## src/rtl/mem_stage.sv

```systemverilog
`default_nettype none
// ============================================================================
//  Module   : mem_stage
//  Purpose  : Memory-access pipeline stage. It takes one executed instruction
//             from EX, runs one data-bus transaction for loads and stores
//             (byte-lane steering, sign/zero extension, alignment check) and
//             presents the write-back data to WB.
//  Revision : 1.0  initial release
// ============================================================================
module mem_stage #(
  parameter int BITSIZE = 32
) (
  input  logic               clk,
  input  logic               resetn_i,
  // EX side
  input  logic               valid_i,
  output logic               notify_o,
  input  logic [BITSIZE-1:0] pc_i,
  input  logic [BITSIZE-1:0] instr_i,
  input  logic [BITSIZE-1:0] result_i,
  input  logic [BITSIZE-1:0] rs2_i,
  // WB side
  input  logic               notify_i,
  output logic               valid_o,
  output logic [BITSIZE-1:0] pc_o,
  output logic [BITSIZE-1:0] instr_o,
  output logic [BITSIZE-1:0] wb_data_o,
  output logic               fault_o,
  // data bus
  output logic               dmem_req_o,
  output logic               dmem_we_o,
  output logic [BITSIZE-1:0] dmem_addr_o,
  output logic [3:0]         dmem_be_o,
  output logic [BITSIZE-1:0] dmem_wdata_o,
  input  logic               dmem_gnt_i,
  input  logic               dmem_rvalid_i,
  input  logic [BITSIZE-1:0] dmem_rdata_i
);

  // Only a 32-bit datapath is supported; stop elaboration otherwise.
  if (BITSIZE != 32) begin : g_bitsize_check
    $error("mem_stage: only BITSIZE = 32 is supported");
  end

  localparam logic [6:0] C_OP_LOAD  = 7'b0000011;
  localparam logic [6:0] C_OP_STORE = 7'b0100011;

  typedef enum logic [1:0] {
    S_EMPTY = 2'd0,
    S_REQ   = 2'd1,
    S_WAIT  = 2'd2,
    S_FULL  = 2'd3
  } state_t;

  state_t               r_state;
  state_t               w_next;
  state_t               w_cap_state;

  logic                 r_notify;
  logic                 r_fault;
  logic                 r_we;
  logic [3:0]           r_be;
  logic [BITSIZE-1:0]   r_pc;
  logic [BITSIZE-1:0]   r_instr;
  logic [BITSIZE-1:0]   r_addr;
  logic [BITSIZE-1:0]   r_wdata;
  logic [BITSIZE-1:0]   r_wb;
  logic [2:0]           r_f3;
  logic                 r_is_store;

  logic                 w_cap;
  logic                 w_is_load;
  logic                 w_is_store;
  logic                 w_is_mem;
  logic [2:0]           w_f3;
  logic [1:0]           w_a;
  logic                 w_bad_width;
  logic                 w_misalign;
  logic                 w_fault;
  logic [3:0]           w_cap_be;
  logic [BITSIZE-1:0]   w_cap_wdata;
  logic                 w_resp;
  logic [7:0]           w_byte;
  logic [15:0]          w_half;
  logic [BITSIZE-1:0]   w_load_data;

  // The notify_o guard keeps EX from being captured twice while it still
  // sees the previous pulse; capture is only possible with the output free.
  assign w_cap = valid_i && !r_notify &&
                 ((r_state == S_EMPTY) || ((r_state == S_FULL) && notify_i));

  // Decode, fault check, byte enables and store-data replication at capture.
  always_comb begin
    w_is_load   = (instr_i[6:0] == C_OP_LOAD);
    w_is_store  = (instr_i[6:0] == C_OP_STORE);
    w_is_mem    = w_is_load || w_is_store;
    w_f3        = instr_i[14:12];
    w_a         = result_i[1:0];
    w_bad_width = (w_is_load && ((w_f3 == 3'd3) || (w_f3 == 3'd6) || (w_f3 == 3'd7))) ||
                  (w_is_store && (w_f3 > 3'd2));
    w_misalign  = ((w_f3[1:0] == 2'b01) && w_a[0]) ||
                  ((w_f3[1:0] == 2'b10) && (w_a != 2'b00));
    w_fault     = w_is_mem && (w_bad_width || w_misalign);
    case (w_f3[1:0])
      2'b00:   w_cap_be = 4'b0001 << w_a;
      2'b01:   w_cap_be = 4'b0011 << w_a;
      default: w_cap_be = 4'b1111;
    endcase
    case (w_f3[1:0])
      2'b00:   w_cap_wdata = {4{rs2_i[7:0]}};
      2'b01:   w_cap_wdata = {2{rs2_i[15:0]}};
      default: w_cap_wdata = rs2_i;
    endcase
    w_cap_state = (w_is_mem && !w_fault) ? S_REQ : S_FULL;
  end

  // Lane select and sign/zero extension of the returned read word.
  always_comb begin
    case (r_addr[1:0])
      2'd0:    w_byte = dmem_rdata_i[7:0];
      2'd1:    w_byte = dmem_rdata_i[15:8];
      2'd2:    w_byte = dmem_rdata_i[23:16];
      default: w_byte = dmem_rdata_i[31:24];
    endcase
    w_half = r_addr[1] ? dmem_rdata_i[31:16] : dmem_rdata_i[15:0];
    case (r_f3)
      3'd0:    w_load_data = {{(BITSIZE-8){w_byte[7]}}, w_byte};
      3'd1:    w_load_data = {{(BITSIZE-16){w_half[15]}}, w_half};
      3'd4:    w_load_data = {{(BITSIZE-8){1'b0}}, w_byte};
      3'd5:    w_load_data = {{(BITSIZE-16){1'b0}}, w_half};
      default: w_load_data = dmem_rdata_i;
    endcase
  end

  // A response only counts in REQ together with the grant, or in WAIT.
  assign w_resp = ((r_state == S_REQ) && dmem_gnt_i && dmem_rvalid_i) ||
                  ((r_state == S_WAIT) && dmem_rvalid_i);

  // Next-state logic of the stage controller.
  always_comb begin
    w_next = r_state;
    case (r_state)
      S_EMPTY: if (w_cap) w_next = w_cap_state;
      S_REQ:   if (dmem_gnt_i) w_next = dmem_rvalid_i ? S_FULL : S_WAIT;
      S_WAIT:  if (dmem_rvalid_i) w_next = S_FULL;
      S_FULL:  if (notify_i) w_next = w_cap ? w_cap_state : S_EMPTY;
    endcase
  end

  // State and control flops; reset abandons any open bus transaction.
  always_ff @(posedge clk or negedge resetn_i) begin
    if (!resetn_i) begin
      r_state  <= S_EMPTY;
      r_notify <= 1'b0;
      r_fault  <= 1'b0;
      r_we     <= 1'b0;
      r_be     <= 4'b0000;
    end else begin
      r_state  <= w_next;
      r_notify <= w_cap;
      if (w_cap) begin
        r_fault <= w_fault;
        r_we    <= w_is_store && !w_fault;
        r_be    <= (w_is_mem && !w_fault) ? w_cap_be : 4'b0000;
      end
    end
  end

  // Datapath flops; their reset value is irrelevant.
  always_ff @(posedge clk) begin
    if (w_cap) begin
      r_pc       <= pc_i;
      r_instr    <= instr_i;
      r_addr     <= result_i;
      r_f3       <= w_f3;
      r_is_store <= w_is_store;
      r_wdata    <= w_cap_wdata;
      r_wb       <= (w_is_mem || w_fault) ? '0 : result_i;
    end else if (w_resp) begin
      r_wb       <= r_is_store ? '0 : w_load_data;
    end
  end

  assign notify_o     = r_notify;
  assign valid_o      = (r_state == S_FULL);
  assign fault_o      = r_fault;
  assign pc_o         = r_pc;
  assign instr_o      = r_instr;
  assign wb_data_o    = r_wb;
  assign dmem_req_o   = (r_state == S_REQ);
  assign dmem_we_o    = r_we;
  assign dmem_be_o    = r_be;
  assign dmem_addr_o  = {r_addr[BITSIZE-1:2], 2'b00};
  assign dmem_wdata_o = r_wdata;

endmodule
`default_nettype wire

```

## config.mk

```make
export PLATFORM = sky130hd
export DESIGN_NAME = mem_stage
export DESIGN_NICKNAME = d
export VERILOG_FILES = /design/src/rtl/mem_stage.sv
export SDC_FILE = /design/constraint.sdc
export NUM_CORES = 1
export LEC_CHECK = 0
export ABC_AREA = 1
export ABC_CLOCK_PERIOD_IN_PS = 3300
export CAP_MARGIN = 20
export CORE_ASPECT_RATIO = 2
export CORE_MARGIN = 5
export CORE_UTILIZATION = 37
export CTS_CLUSTER_SIZE = 16
export DETAILED_ROUTE_END_ITERATION = 6
export GPL_TIMING_DRIVEN = 0
export PLACE_DENSITY = 0.77
export SLEW_MARGIN = 20
export SYNTH_ARGS = -nofsm -noshare
export SYNTH_HDL_FRONTEND = slang
export SYNTH_SLANG_ARGS = --single-unit
export TNS_END_PERCENT = 10
```

## constraint.sdc

```tcl
create_clock -name clk -period 3.3 [get_ports clk]
set_input_delay 0.825 -clock clk [delete_from_list [all_inputs] [get_ports clk]]
set_output_delay 0.825 -clock clk [all_outputs]
set_load 0.1 [all_outputs]
```

==> impl_metrics.env, run 1 <==
export IMPL_outcome="complete, no violations"
export IMPL_drt_initial_drc_count=277
export IMPL_grt_max_degree=140
export IMPL_rsz0062_at_grt="no"
export IMPL_finalHoldViolCount=0
export IMPL_cts_resized=0
export IMPL_finalWorstSetupSlack_ps=234
export IMPL_path_clk_slew_ps=70
export IMPL_final_util_pct=59.5
export IMPL_arrival_ps=2240
export IMPL_route_met2_wl_mm=12.5
export IMPL_syn_cell_area_um2=7140
export IMPL_pre_cts_ws_ps=101
export IMPL_cts_buffers=17
export IMPL_end_kind="primary output"
export IMPL_areaGrowthSynthToFinish_pct=59.8
export IMPL_drcViolationCount=0
export IMPL_hold_path_class="reg -> reg"
export IMPL_synth_top_area_share_pct=67.7
export IMPL_firstDrtPassIters=5
export IMPL_clk_path_buf_depth=2
export IMPL_overflow=0
export IMPL_cap_viol_max_count=0
export IMPL_die_w_um=108
export IMPL_wl_per_cell_um=17.9
export IMPL_yosysMostFrequentCell="nand2_1"
export IMPL_max_slew_worst_pin_slew_ps=1050
export IMPL_drive_gt1_share_pct=9.08
export IMPL_finalCriticalPeriod_ps=3070
export IMPL_grt_pass1_vias=5947
export IMPL_cp_max_fo=4
export IMPL_place_area_um2=10800
export IMPL_postSynthAreaPerCell_um2=11.4
export IMPL_wl_met1_mm=6.99
export IMPL_cp_start_kind="flip-flop"
export IMPL_max_vdd_ir_drop_mv=0.446
export IMPL_nets=1144
export IMPL_finalSetupViolCount=0
export IMPL_io_pins=335
export IMPL_seq_area_frac_synth_pct=70.8
export IMPL_dp_cells=1218
export IMPL_async_reset_ff_share_pct=5.29
export IMPL_skew_ps=10.3
export IMPL_cts_setup_buffers=0
export IMPL_fmax_mhz=326
export IMPL_gp_congestion=0.905
export IMPL_clock_latency_ps=430
export IMPL_finalMaxSlewViolations=0
export IMPL_crit_type="reg -> out"
export IMPL_fp_dieH_um=206
export IMPL_hpwl_mm=17.6
export IMPL_start_util_pct=37.2
export IMPL_top_layer_used="met4"
export IMPL_via_count=5687
export IMPL_grt_util_all_layers_pct=20.1
export IMPL_wl_met3_mm=2.06
export IMPL_path_buf_inv=2
export IMPL_post_route_cell_area_um2=11400
export IMPL_cellLeakagePower_nw=4.47
export IMPL_antenna_found_initial=0
export IMPL_synth_warnings=0
export IMPL_tns_ps=0
export IMPL_holdBufCountCts=0
export IMPL_cp_cell_sequence="inv_1, nor2_1, clkdlybuf4s50_1"
export IMPL_synthTopCellsByArea="edfxtp_1 68%, nand2_1 10%, nor2_1 4.8%"
export IMPL_post_drt_via_cell_ratio=4.55
export IMPL_critPathTopFamily="buffers and inverters"
export IMPL_cts_root_buffer="clkbuf_16"
export IMPL_yosys_area_top_type="edfxtp_1"
export IMPL_synthTopCellsByCount="192 x nand2_1, 161 x edfxtp_1, 91 x nor2_1"
export IMPL_cts_tree="built"
export IMPL_cts_sinks=170
export IMPL_post_route_period_util_pct=92.9
export IMPL_synth_distinct_cells=27
export IMPL_required_ps=2470
export IMPL_htreeDepth=4
export IMPL_fin_total_pwr_mw=10.1
export IMPL_coreArea_um2=19200
export IMPL_wl_mm=22.4
export IMPL_slowest_stage="clkdlybuf4s50_1"
export IMPL_die_area_um2=22300
export IMPL_fin_cells=1250
export IMPL_diodes=0
export IMPL_synth_top_flop_cell="edfxtp_1"
export IMPL_slowest_delay_ps=1200
export IMPL_power_density_nw_per_um2=889
export IMPL_synth_edf_count=161
export IMPL_synth_seq_cells=170
export IMPL_hold_ws_ps=490
export IMPL_relSlewSlack_pct=30.1
export IMPL_grt_pass1_wl_mm=32.6
export IMPL_io_buffer_count=332
export IMPL_drtAntennaViolNets=0
export IMPL_syn_instance_count=625
export IMPL_rows=72
-- metal layers --
metal | global-route usage, % | vias to the layer above
li1 | - | 2773
met1 | 17.8 | 2625
met2 | 38.0 | 240
met3 | 7.50 | 49
met4 | 10.8 | 0
met5 | 0 | -
-- cells by family (layout without fill, tap and decap cells) --
logic type	Yosys count	in the layout	share of synthesized area (%)
flops	170	170	70.8
buf+inv	87	452	7.11
other cells	1	2	0.0525
simple gates	326	326	18.6
compound gates	41	41	3.38
-- cell usage in the layout, fill, tap and decap left out, drive strengths merged --
master         instances
inv                   36
o2111ai                1
o21ai                 29
edfxtp               161
clkinv                10
clkinvlp               2
nor2                  94
conb                   2
nand3b                 1
nand2                196
clkdlybuf4s50        332
o211ai                 7
buf                   45
dfrtp                  9
nand3                 34
bufinv                 2
clkbuf                25
a21oi                  4
nor3                   1
-- state kept, by name (all words and copies together) (netlist names) --
name	count
wb_data_o	32
r_addr	32
r_is_store	1
dmem_be_o	4
pc_o	32
fault_o	1
r_state	2
instr_o	32
dmem_wdata_o	32
notify_o	1
dmem_we_o	1
-- worst min-delay path: stages, from the launching register on --
cell and delay, ps:
dfrtp_1 350, nand2_1 50, nand2_1 50
-- final timing paths --
path                       cells past startpoint         start       endpoint  slack, ps
min in group asynchronous                      1      resetn_i   dmem_be_o[3]        690
hold reg to reg                                2  dmem_be_o[0]   dmem_be_o[0]        490
hold / removal                                 2  dmem_be_o[0]   dmem_be_o[0]        490
max in group asynchronous                      1      resetn_i       notify_o       2310
setup reg to reg                               7    r_state[1]  wb_data_o[22]       1010
setup / recovery                               3    r_state[0]     dmem_req_o        230
-- power by group --
group / internal, mW / leakage, nW / switching (mW)
Sequential: 2.98 / 1.62 / 0.126
Clock: 1.11 / 0.278 / 0.837
Combinational: 1.13 / 2.58 / 3.96
-- cell type report --
type / count / area (µm²)
multi-input combinational: 369 / 1590
fill: 1594 / 7780
clock buffer: 17 / 425
clock inverter: 15 / 150
sequential: 170 / 5060
inverter: 35 / 131
tap: 259 / 324
buffer: 52 / 380
timing repair buffer: 333 / 3350
Note: power is estimated with default switching activity, not from simulation.
==> run 2, diff against run 1 <==
--- a/config.mk
+++ b/config.mk
@@ -15,6 +15,7 @@
 export DETAILED_ROUTE_END_ITERATION = 6
 export GPL_TIMING_DRIVEN = 0
 export PLACE_DENSITY = 0.77
+export SKIP_LAST_GASP = 1
 export SLEW_MARGIN = 20
 export SYNTH_ARGS = -nofsm -noshare
 export SYNTH_HDL_FRONTEND = slang
==> results of run 2 <==
Same layout as run 1: the final DEF is identical, and so are final timing and power.
==> run 3, diff against run 2 <==
--- a/config.mk
+++ b/config.mk
@@ -15,6 +15,7 @@
 export DETAILED_ROUTE_END_ITERATION = 6
 export GPL_TIMING_DRIVEN = 0
 export PLACE_DENSITY = 0.77
+export SETUP_SLACK_MARGIN = 0.3
 export SKIP_LAST_GASP = 1
 export SLEW_MARGIN = 20
 export SYNTH_ARGS = -nofsm -noshare
==> run 3 against run 2 <==
Via count increased by 1.3%. Sequential power about the same. Die area unchanged. Maximum frequency increased by 6.5%. Worst hold slack got worse by 7.8 ps. Critical path type unchanged.
==> impl_metrics.env, run 3 (synthesis results as in run 1) <==
export IMPL_outcome="complete, no violations"
export IMPL_cp_max_fo=3
export IMPL_gp_congestion=0.900
export IMPL_finalCriticalPeriod_ps=2880
export IMPL_clk_path_buf_depth=2
export IMPL_cts_buffers=17
export IMPL_fmax_mhz=347
export IMPL_skew_ps=7.47
export IMPL_fillerInstances=1572
export IMPL_nets=1144
export IMPL_start_util_pct=37.2
export IMPL_p_switching_mw=4.91
export IMPL_rsz0062_at_grt="no"
export IMPL_path_buf_inv=1
export IMPL_critPathTopFamily="buffers and inverters"
export IMPL_areaGrowthSynthToFinish_pct=59.4
export IMPL_path_clk_slew_ps=70
export IMPL_post_route_cell_area_um2=11400
export IMPL_place_area_um2=10800
export IMPL_overflow=0
export IMPL_drtAntennaViolNets=0
export IMPL_fp_dieH_um=206
export IMPL_hold_ws_ps=483
export IMPL_via_count=5762
export IMPL_fin_cells=1250
export IMPL_switching_share_pct=48.9
export IMPL_io_buffer_count=332
export IMPL_arrival_ps=2050
export IMPL_power_density_nw_per_um2=883
export IMPL_rows=72
export IMPL_max_slew_worst_pin_slew_ps=1070
export IMPL_wl_mm=22.5
export IMPL_layout_common_cells="330 x clkdlybuf4s50_1, 192 x nand2_1, 161 x edfxtp_1"
export IMPL_post_drt_via_cell_ratio=4.61
export IMPL_grt_max_degree=140
export IMPL_slowest_delay_ps=1190
export IMPL_relSlewSlack_pct=28.7
export IMPL_cts_sinks=170
export IMPL_drive_gt1_share_pct=9.08
export IMPL_hpwl_mm=17.7
export IMPL_die_area_um2=22300
export IMPL_p_int_mw=5.14
export IMPL_finalMaxSlewViolations=0
export IMPL_finalHoldViolCount=0
export IMPL_pwr_share_clk_pct=18.5
export IMPL_cts_resized=1
export IMPL_diodes=0
export IMPL_seq_power_share_pct=30.9
export IMPL_clock_latency_ps=430
export IMPL_htreeDepth=4
export IMPL_io_pins=335
export IMPL_required_ps=2470
export IMPL_grt_util_all_layers_pct=20.1
export IMPL_fin_total_pwr_mw=10.1
export IMPL_drcViolationCount=0
export IMPL_slowest_stage="clkdlybuf4s50_1"
export IMPL_finalSetupViolCount=0
export IMPL_dp_cells=1218
export IMPL_crit_type="reg -> out"
export IMPL_wl_per_cell_um=18.0
export IMPL_firstDrtPassIters=4
export IMPL_post_route_period_util_pct=87.2
export IMPL_final_common_cell="clkdlybuf4s50_1"
export IMPL_drt_initial_drc_count=208
export IMPL_final_util_pct=59.3
export IMPL_cap_viol_max_count=0
export IMPL_grt_pass1_vias=6034
export IMPL_cts_setup_buffers=0
export IMPL_cts_tree="built"
export IMPL_cp_start_kind="flip-flop"
export IMPL_cts_root_buffer="clkbuf_16"
export IMPL_holdBufCountCts=0
export IMPL_die_w_um=108
export IMPL_cellLeakagePower_nw=4.48
export IMPL_antenna_found_initial=0
export IMPL_hold_path_class="reg -> reg"
export IMPL_end_kind="primary output"
export IMPL_max_vdd_ir_drop_mv=0.535
export IMPL_grt_pass1_wl_mm=32.8
export IMPL_coreArea_um2=19200
export IMPL_cp_cell_sequence="clkdlybuf4s50_1"
export IMPL_power_frac_comb_pct=50.6
==> run 3: cell types whose count changed in the layout (fill, tap and decap cells not counted), sizes merged <==
| cell | change |
|---|---|
| dlygate4sd2 | +1 |
| clkdlybuf4s50 | -2 |
| bufinv | -1 |
| clkinvlp | -1 |
| dlymetal6s2s | +1 |
| inv | +2 |
==> run 3: path summary, 6_finish.rpt <==
check | startpoint | endpoint | slack (ps) | depth (start not counted)
max in group asynchronous | resetn_i | dmem_be_o[1] | 2320 | 1
min | dmem_be_o[3] | dmem_be_o[3] | 480 | 2
min reg2reg | dmem_be_o[3] | dmem_be_o[3] | 480 | 2
min in group asynchronous | resetn_i | notify_o | 700 | 1
max | instr_o[13] | instr_o[13] | 420 | 1
max reg2reg | r_state[1] | wb_data_o[26] | 960 | 7
==> run 3: final cells by class <==
class,count,area [µm²],area share (%)
flip-flops and latches,170,5060,44.4
clock inverters,15,123,1.08
clock buffers,17,425,3.74
plain buffers,52,380,3.34
multi-input cells,369,1590,14.0
inverters,35,131,1.15
well taps,259,324,2.85
repair buffers,333,3350,29.4
==> run 3: power groups by stage <==
stage | Combinational, mW | Sequential, mW | Clock (mW)
after floorplan | 1.21 | 5.70 | 0
after global placement | 5.03 | 3.15 | 0
after detailed placement | 5.12 | 3.16 | 0
after CTS | 5.13 | 3.11 | 1.92
after global routing | 5.25 | 3.15 | 2.01
final | 5.09 | 3.11 | 1.86
==> run 3: routing by layer <==
metal / track usage [%] / wire, µm / vias to the layer above
met5: 0 / 0 / -
met4: 9.30 / 636 / 0
met3: 7.06 / 1870 / 30
met2: 38.6 / 12800 / 230
met1: 18.1 / 7200 / 2731
li1: - / - / 2771
==> run 3: per-stage QoR <==
| step | worst slack [ps] | setup TNS (ps) |
|---|---|---|
| after floorplan | 760 | 0 |
| after global placement | -5.47 | -7.59 |
| after detailed placement | 80.3 | 0 |
| after CTS | 231 | 0 |
| after global routing | 357 | 0 |
| final | 422 | 0 |
